<file path="config.mk">
export PLATFORM = sky130hd
export DESIGN_NAME = mem_port_arbiter
export DESIGN_NICKNAME = d
export VERILOG_FILES = /design/src/rtl/mem_port_arbiter.sv
export SDC_FILE = /design/constraint.sdc
export NUM_CORES = 1
export LEC_CHECK = 0
export CAP_MARGIN = 20
export CELL_PAD_IN_SITES_DETAIL_PLACEMENT = 0
export CELL_PAD_IN_SITES_GLOBAL_PLACEMENT = 1
export CORE_UTILIZATION = 30
export DETAILED_ROUTE_END_ITERATION = 7
export MAX_ROUTING_LAYER = met4
export PLACE_DENSITY = 0.82
export RECOVER_POWER = 100
export SLEW_MARGIN = 20
export SYNTH_ARGS = -nofsm -noshare
export SYNTH_HDL_FRONTEND = slang
export SYNTH_SLANG_ARGS = --single-unit
</file>
<file path="constraint.sdc">
create_clock -name clock -period 4.6 [get_ports clock]
set_clock_uncertainty 0.05 [all_clocks]
set_input_delay 0.69 -clock clock [delete_from_list [all_inputs] [get_ports clock]]
set_output_delay 0.69 -clock clock [all_outputs]
set_load 0.01 [all_outputs]
</file>
<file path="src/rtl/mem_port_arbiter.sv">
// Shares one single-port synchronous memory between an instruction-fetch port (I)
// and a data load/store port (D); each access runs IDLE -> ISSUE -> [WAIT] -> DONE.
module mem_port_arbiter #(
  parameter int ADDR_WIDTH  = 32,
  parameter int DATA_WIDTH  = 32,
  parameter int MEM_LATENCY = 1
) (
  input  logic                  clock,
  input  logic                  reset,
  input  logic                  i_req,
  input  logic [ADDR_WIDTH-1:0] i_addr,
  output logic [DATA_WIDTH-1:0] i_rdata,
  output logic                  i_ack,
  input  logic                  d_req,
  input  logic                  d_we,
  input  logic [ADDR_WIDTH-1:0] d_addr,
  input  logic [DATA_WIDTH-1:0] d_wdata,
  output logic [DATA_WIDTH-1:0] d_rdata,
  output logic                  d_ack,
  output logic                  m_en,
  output logic                  m_we,
  output logic [ADDR_WIDTH-1:0] m_addr,
  output logic [DATA_WIDTH-1:0] m_wdata,
  input  logic [DATA_WIDTH-1:0] m_rdata,
  output logic                  busy,
  output logic [1:0]            fsm_state
);

  // Handshake: a requester holds req high until its one-cycle ack; address, we
  // and wdata are latched at grant, so changes after grant have no effect.
  typedef enum logic [1:0] {IDLE, ISSUE, WAIT, DONE} state_t;

  state_t                state, state_nx;
  logic                  gnt_d, gnt_d_nx;
  logic                  last_d, last_d_nx;
  logic                  we_q, we_nx;
  logic [3:0]            cnt, cnt_nx;
  logic                  m_en_nx, m_we_nx, i_ack_nx, d_ack_nx;
  logic [ADDR_WIDTH-1:0] m_addr_nx;
  logic [DATA_WIDTH-1:0] m_wdata_nx, i_rdata_nx, d_rdata_nx;
  logic                  i_elig, d_elig, pick_d;

  // The port being acked in DONE is not eligible again in that same cycle.
  assign i_elig    = i_req && !(state == DONE && !gnt_d);
  assign d_elig    = d_req && !(state == DONE && gnt_d);
  assign pick_d    = d_elig && (!i_elig || !last_d);
  assign fsm_state = state;

  always_comb begin
    state_nx   = state;
    gnt_d_nx   = gnt_d;
    last_d_nx  = last_d;
    we_nx      = we_q;
    cnt_nx     = cnt;
    m_en_nx    = 1'b0;
    m_we_nx    = 1'b0;
    m_addr_nx  = m_addr;
    m_wdata_nx = m_wdata;
    i_ack_nx   = 1'b0;
    d_ack_nx   = 1'b0;
    i_rdata_nx = i_rdata;
    d_rdata_nx = d_rdata;
    case (state)
      IDLE, DONE: begin
        if (i_elig || d_elig) begin
          state_nx = ISSUE;
          gnt_d_nx = pick_d;
          we_nx    = pick_d && d_we;
          m_en_nx  = 1'b1;
          m_we_nx  = pick_d && d_we;
          m_addr_nx = pick_d ? d_addr : i_addr;
          if (pick_d) m_wdata_nx = d_wdata;
          if (i_elig && d_elig) last_d_nx = pick_d;
        end else begin
          state_nx = IDLE;
        end
      end
      ISSUE: begin
        if (we_q) begin
          state_nx = DONE;
          if (gnt_d) d_ack_nx = 1'b1;
          else       i_ack_nx = 1'b1;
        end else begin
          state_nx = WAIT;
          cnt_nx   = 4'(MEM_LATENCY);
        end
      end
      WAIT: begin
        cnt_nx = cnt - 4'd1;
        if (cnt <= 4'd1) begin
          state_nx = DONE;
          if (gnt_d) begin
            d_ack_nx   = 1'b1;
            d_rdata_nx = m_rdata;
          end else begin
            i_ack_nx   = 1'b1;
            i_rdata_nx = m_rdata;
          end
        end
      end
      default: state_nx = IDLE;
    endcase
  end

  always_ff @(posedge clock or posedge reset) begin
    if (reset) begin
      state   <= IDLE;
      gnt_d   <= 1'b0;
      last_d  <= 1'b1;
      we_q    <= 1'b0;
      cnt     <= 4'd0;
      m_en    <= 1'b0;
      m_we    <= 1'b0;
      m_addr  <= '0;
      m_wdata <= '0;
      i_ack   <= 1'b0;
      d_ack   <= 1'b0;
      i_rdata <= '0;
      d_rdata <= '0;
      busy    <= 1'b0;
    end else begin
      state   <= state_nx;
      gnt_d   <= gnt_d_nx;
      last_d  <= last_d_nx;
      we_q    <= we_nx;
      cnt     <= cnt_nx;
      m_en    <= m_en_nx;
      m_we    <= m_we_nx;
      m_addr  <= m_addr_nx;
      m_wdata <= m_wdata_nx;
      i_ack   <= i_ack_nx;
      d_ack   <= d_ack_nx;
      i_rdata <= i_rdata_nx;
      d_rdata <= d_rdata_nx;
      busy    <= (state_nx != IDLE);
    end
  end

endmodule

</file>
==> results.json, run 1 <==
{
  "route.antenna.remaining_nets": 0,
  "core.rowCount": 51,
  "finalCriticalPeriod_ns": 3.34,
  "clock-sinks": 142,
  "clk_latency_ns": 0.41,
  "cts_htree_levels": 4,
  "root_buffer": "clkbuf_16",
  "hold_start": "i_rdata[30]$_DFFE_PP0P_",
  "drive_gt1_share_pct": 27.7,
  "drt_iter0_markers": 92,
  "reg2reg_depth": 6,
  "drt-pass1-iter-count": 4,
  "rr_startpoint": "fsm_state[0]$_DFF_PP0_",
  "path_clk_slew_ns": 0.06,
  "ios": 268,
  "vdd_drop_max_v": 0.000324,
  "vias": 4162,
  "dp.cells": 898,
  "ys_types": 34,
  "syn_to_final_growth_pct": 58.5,
  "power_leakage_nw": 3.90,
  "crit_type": "in2reg",
  "synth_area_sq_mm": 0.00593,
  "grt_pass1_vias": 4520,
  "start_kind": "input pin",
  "failed_checks": "capacitance limit, slew limit",
  "synth_fp_nets": 514,
  "grt_overflow": 0,
  "drv_slew": 230,
  "coreArea_sq_mm": 0.0194,
  "crit_path_start": "i_req",
  "max_freq_mhz": 299,
  "grt_antenna_before_repair": 0,
  "grt_pass1_wl_mm": 23.2,
  "dpl.hpwl_mm": 10.8,
  "critical_path_arrival_ns": 3.58,
  "setup_viol": 0,
  "ys_ff_latch": 142,
  "hold_viol": 0,
  "r2r_slack_ns": 1.31,
  "rsz0062_at_grt": "no",
  "dieArea_sq_mm": 0.0203,
  "hold_path_class": "reg2reg",
  "post-cts-setup-buffers": 0,
  "finish.net_count": 790,
  "syn_inst": 376,
  "worst_setup_path_end_kind": "flip-flop",
  "p_per_area_mw_per_mm2": 706,
  "die_height_um": 143,
  "wirelength_mm": 14.8,
  "num_antenna_cells": 0,
  "status": "finished, violations left",
  "r2r_end": "d_rdata[0]$_DFFE_PP0P_",
  "drcViolationCount": 0,
  "vias_per_cell": 4.48,
  "dieWidth_um": 143,
  "worst_slew_pin_slew_ns": 2.06,
  "initial_utilization_pct": 30.6,
  "tns_ns": 0,
  "crit_end": "m_addr[12]$_DFFE_PP0P_",
  "cp_max_fo": 34,
  "final_common_cell": "mux2_2",
  "final_cell_mix": "mux2_2, dfrtp_1, dlygate4sd3_1",
  "clockBufferDepth": 2,
  "filler_cell_count": 1721,
  "cts_inserted_buffers": 17,
  "cap_violations": 5,
  "relSlewSlack_pct": -37.6,
  "port_buffers": 267,
  "required_ns": 4.83,
  "fin_cells": 930,
  "cts-hold-fix-buffers": 0,
  "grt_max_degree": 95,
  "cts_tree": "done",
  "fin_crit_sh_pct": 72.7,
  "grtUsageTotal_pct": 15.5,
  "cts_resized": 0,
  "yosysSeqAreaShare_pct": 60.0,
  "wl_per_cell_um": 16.0,
  "syn_area_per_cell_sq_um": 15.8,
  "globalplace.congestion": 0.795,
  "yosysWarnings": 0
}
-- report_power, final --
part | switching (W) | internal [W]
registers | 0.000316 | 0.00190
clock network | 0.000560 | 0.000814
logic | 0.00126 | 0.00178
-- registers in the layout (all words and copies together), names as in the netlist --
| signal | cells |
|---|---|
| fsm_state | 2 |
| busy | 1 |
| d_ack | 1 |
| i_ack | 1 |
| cnt | 4 |
| last_d | 1 |
| gnt_d | 1 |
| m_addr | 32 |
| d_rdata | 32 |
| we_q | 1 |
| m_en | 1 |
| m_wdata | 32 |
| m_we | 1 |
| i_rdata | 32 |
-- layout make-up --
class	instances	area, sq um	area share, %
clock inverters	13	156	1.66
repair buffers	273	2720	28.9
clock buffers	19	433	4.61
inverters	9	37.5	0.400
flip-flops and latches	142	3550	37.8
well taps	265	332	3.53
multi-input cells	209	2160	23.0
-- cells by family after synthesis --
| logic type | share of synthesized area [%] |
|---|---|
| muxes | 31.5 |
| DFF | 60.0 |
| buffers and inverters | 2.36 |
| and+or+nand+nor | 3.04 |
| AOI/OAI and AO/OA | 1.77 |
| adders and majority gates | 1.06 |
| xor gates and xnor gates | 0.296 |
-- layer usage --
| layer | vias up | part of all wire [%] | track usage, % |
|---|---|---|---|
| met5 | - | 0 | - |
| met4 | 0 | 1.4 | 4.98 |
| met3 | 15 | 7.3 | 5.25 |
| met2 | 181 | 50 | 25.4 |
| met1 | 2055 | 41 | 17.7 |
| li1 | 1911 | - | - |
-- Yosys cell counts --
library cell,instances,area [sq um]
inv_2,1,3.75
nor3_4,1,16.3
buf_6,3,33.8
o21ai_0,7,35.0
buf_2,10,50.1
nand3b_1,1,7.51
nor4_4,2,42.5
dfrtp_1,141,3530
mux2_1,4,45.0
ha_1,5,62.6
mux2_2,145,1630
o2bb2ai_1,1,8.76
mux2i_1,1,10.0
nand2b_1,2,12.5
mux2_4,12,180
nand4_1,2,12.5
nor2_1,5,18.8
nor3_1,4,20.0
nand2_1,3,11.3
nor3b_2,1,12.5
a21oi_1,2,10.0
dfstp_2,1,26.3
a21oi_2,1,8.76
inv_1,8,30.0
nand3_2,1,10.0
xnor2_1,2,17.5
nor3b_1,1,7.51
a22oi_1,1,7.51
a311o_1,1,10.0
o32a_1,1,10.0
o22ai_1,1,6.26
nand4b_1,1,8.76
o31a_1,1,8.76
buf_4,3,22.5
-- through the flow --
| step | power [W] | utilization [%] | hold WS [ns] | area, sq um | setup WS [ns] |
|---|---|---|---|---|---|
| 5_1_grt | 0.00705 | 48.4 | 0.457 | 9400 | 1.04 |
| 2_1_floorplan | 0.00400 | - | 0.420 | 5930 | 0.0521 |
| 4_1_cts | 0.00708 | 48.9 | 0.448 | 9480 | 1.93 |
| 6_report | 0.00663 | 48.4 | 0.434 | 9400 | 1.26 |
| 3_3_place_gp | 0.00555 | 45.8 | 0.417 | 8890 | 1.64 |
| 3_5_place_dp | 0.00566 | 45.8 | 0.434 | 8890 | 1.51 |
-- worst min path at each step --
stage | endpoint | slack [ns] | cells past startpoint
after global routing | i_rdata[30]$_DFFE_PP0P_ | 0.46 | 1
final | i_rdata[30]$_DFFE_PP0P_ | 0.43 | 1
after CTS | last_d$_DFFE_PP1P_ | 0.45 | 1
after floorplan | last_d$_DFFE_PP1P_ | 0.42 | 1
after global placement | d_rdata[27]$_DFFE_PP0P_ | 0.42 | 1
after detailed placement | last_d$_DFFE_PP1P_ | 0.43 | 1
-- critical path: stages --
cell	delay, ns
dlygate4sd3_1	0.60
nand3b_1	0.14
nand3_1	1.12
mux2_2	0.71
mux2_1	0.30
Note: power is estimated with default switching activity, not from simulation.
==> run 2: changes to the inputs <==
Clock period 4.6 ns to 2.95 ns, I/O delays scaled along.
==> results.json, run 2 (same netlist as run 1, synthesis figures left out) <==
{
  "num_antenna_cells": 0,
  "fin_crit_sh_pct": 82.6,
  "cap_violations": 0,
  "final_cell_mix": "mux2_2, dfrtp_1, dlygate4sd3_1",
  "rsz0062_at_grt": "no",
  "p_per_area_mw_per_mm2": 1100,
  "critical_path_arrival_ns": 2.66,
  "vdd_drop_max_v": 0.000449,
  "final_common_cell": "mux2_2",
  "start_kind": "flip-flop",
  "setup_viol": 0,
  "multi_input_area_sq_mm": 0.00216,
  "drt_iter0_markers": 91,
  "hold_viol": 0,
  "cp_slowest_stage_delay_ns": 0.47,
  "tns_ns": 0,
  "syn_to_final_growth_pct": 59.8,
  "cts-hold-fix-buffers": 0,
  "power_leakage_nw": 3.97,
  "cp_max_fo": 24,
  "grt_pass1_vias": 4494,
  "finalCriticalPeriod_ns": 2.44,
  "clock-sinks": 142,
  "vias_per_cell": 4.45,
  "drv_slew": 0,
  "wl_per_cell_um": 15.7,
  "path_clk_slew_ns": 0.06,
  "hold_path_class": "reg2reg",
  "grtUsageTotal_pct": 15.2,
  "max_freq_mhz": 411,
  "met2_usage_pct": 24.8,
  "grt_pass1_wl_mm": 23.0,
  "route.antenna.remaining_nets": 0,
  "use_met1_pct": 17.7,
  "relSlewSlack_pct": 3.09,
  "core.rowCount": 51,
  "drcViolationCount": 0,
  "required_ns": 3.18,
  "filler_cell_count": 1735,
  "worst_setup_path_end_kind": "flip-flop",
  "post-cts-setup-buffers": 0,
  "top_usage_layer": "met2",
  "drt-pass1-iter-count": 4,
  "coreArea_sq_mm": 0.0194,
  "grt_antenna_before_repair": 0,
  "port_buffers": 267,
  "globalplace.congestion": 0.755,
  "cts_htree_levels": 4,
  "grt_max_degree": 86,
  "root_buffer": "clkbuf_16",
  "drive_gt1_share_pct": 28.5,
  "finish.net_count": 792,
  "seq_area_sq_mm": 0.00355,
  "dpl.hpwl_mm": 10.7,
  "worst_slew_pin_slew_ns": 1.45,
  "ios": 268,
  "crit_type": "reg2reg",
  "cts_tree": "done",
  "crit_chain": "ha_1, nand3b_1, nand3_1, buf_12, mux2_2, mux2_1",
  "clockBufferDepth": 2,
  "critPathSlowestCell": "nand3_1",
  "dieWidth_um": 143,
  "initial_utilization_pct": 30.6,
  "dieArea_sq_mm": 0.0203,
  "die_height_um": 143,
  "use_met3_pct": 4.78,
  "hold_slack_ns": 0.431,
  "vias": 4144,
  "wirelength_mm": 14.7,
  "clk_latency_ns": 0.40,
  "cts_resized": 0,
  "grt_overflow": 0,
  "status": "finished, final reports clean",
  "cts_inserted_buffers": 17
}
run 2: per-stage QoR:
| step | cells | worst slack [ns] | area (sq um) | total power (W) | util [%] |
|---|---|---|---|---|---|
| 4_1_cts | 932 | 0.726 | 9580 | 0.0112 | 49.4 |
| 5_1_grt | 932 | 0.362 | 9470 | 0.0111 | 48.8 |
| 3_3_place_gp | 900 | 0.552 | 8930 | 0.00864 | 46.0 |
| 6_report | 932 | 0.514 | 9470 | 0.0104 | 48.8 |
| 3_5_place_dp | 900 | 0.487 | 8930 | 0.00880 | 46.0 |
| 2_1_floorplan | 376 | 0.681 | 5930 | 0.00624 | - |
run 2: power by group:
group	switching [W]	leakage [nW]	internal, W
combinational	0.00193	1.95	0.00274
clock	0.000832	0.317	0.00149
sequential	0.000495	1.70	0.00296
total	0.00325	3.97	0.00719
run 2: area by class of cell:
class                      instances  area share [%]
tap                              265            3.50
clock buffer                      20            4.93
multi-input combinational        209            22.8
inverter                           9           0.370
sequential                       142            37.5
timing repair buffer             275            29.0
clock inverter                    12            1.92
run 2: final timing paths:
kind                                         startpoint                       to  slack (ns)  depth (start not counted)
worst min register to register  d_rdata[28]$_DFFE_PP0P_  d_rdata[28]$_DFFE_PP0P_        0.43                          1
worst max register to register   fsm_state[0]$_DFF_PP0_   m_addr[10]$_DFFE_PP0P_        0.51                          6
worst max-delay path             fsm_state[0]$_DFF_PP0_   m_addr[10]$_DFFE_PP0P_        0.51                          6
max in group asynchronous                         reset    m_addr[2]$_DFFE_PP0P_        0.93                          3
worst min-delay path            d_rdata[28]$_DFFE_PP0P_  d_rdata[28]$_DFFE_PP0P_        0.43                          1
min in group asynchronous                         reset  m_wdata[22]$_DFFE_PP0P_        0.60                          3
run 2: critical path: cells and delay by family (launching register included):
family	cells	cell delay (ns)
AND/OR/NAND/NOR	2	0.66
flip-flops	1	0.42
adder cells (fa/ha/maj)	1	0.27
buffers and inverters	1	0.26
multiplexers	2	0.66
run 2: per-layer routing:
metal  wire length, um  up-vias
li1                  -     1900
met1              6310     2049
met2              7110      184
met3              1070       11
met4               165        0
met5                 0        -
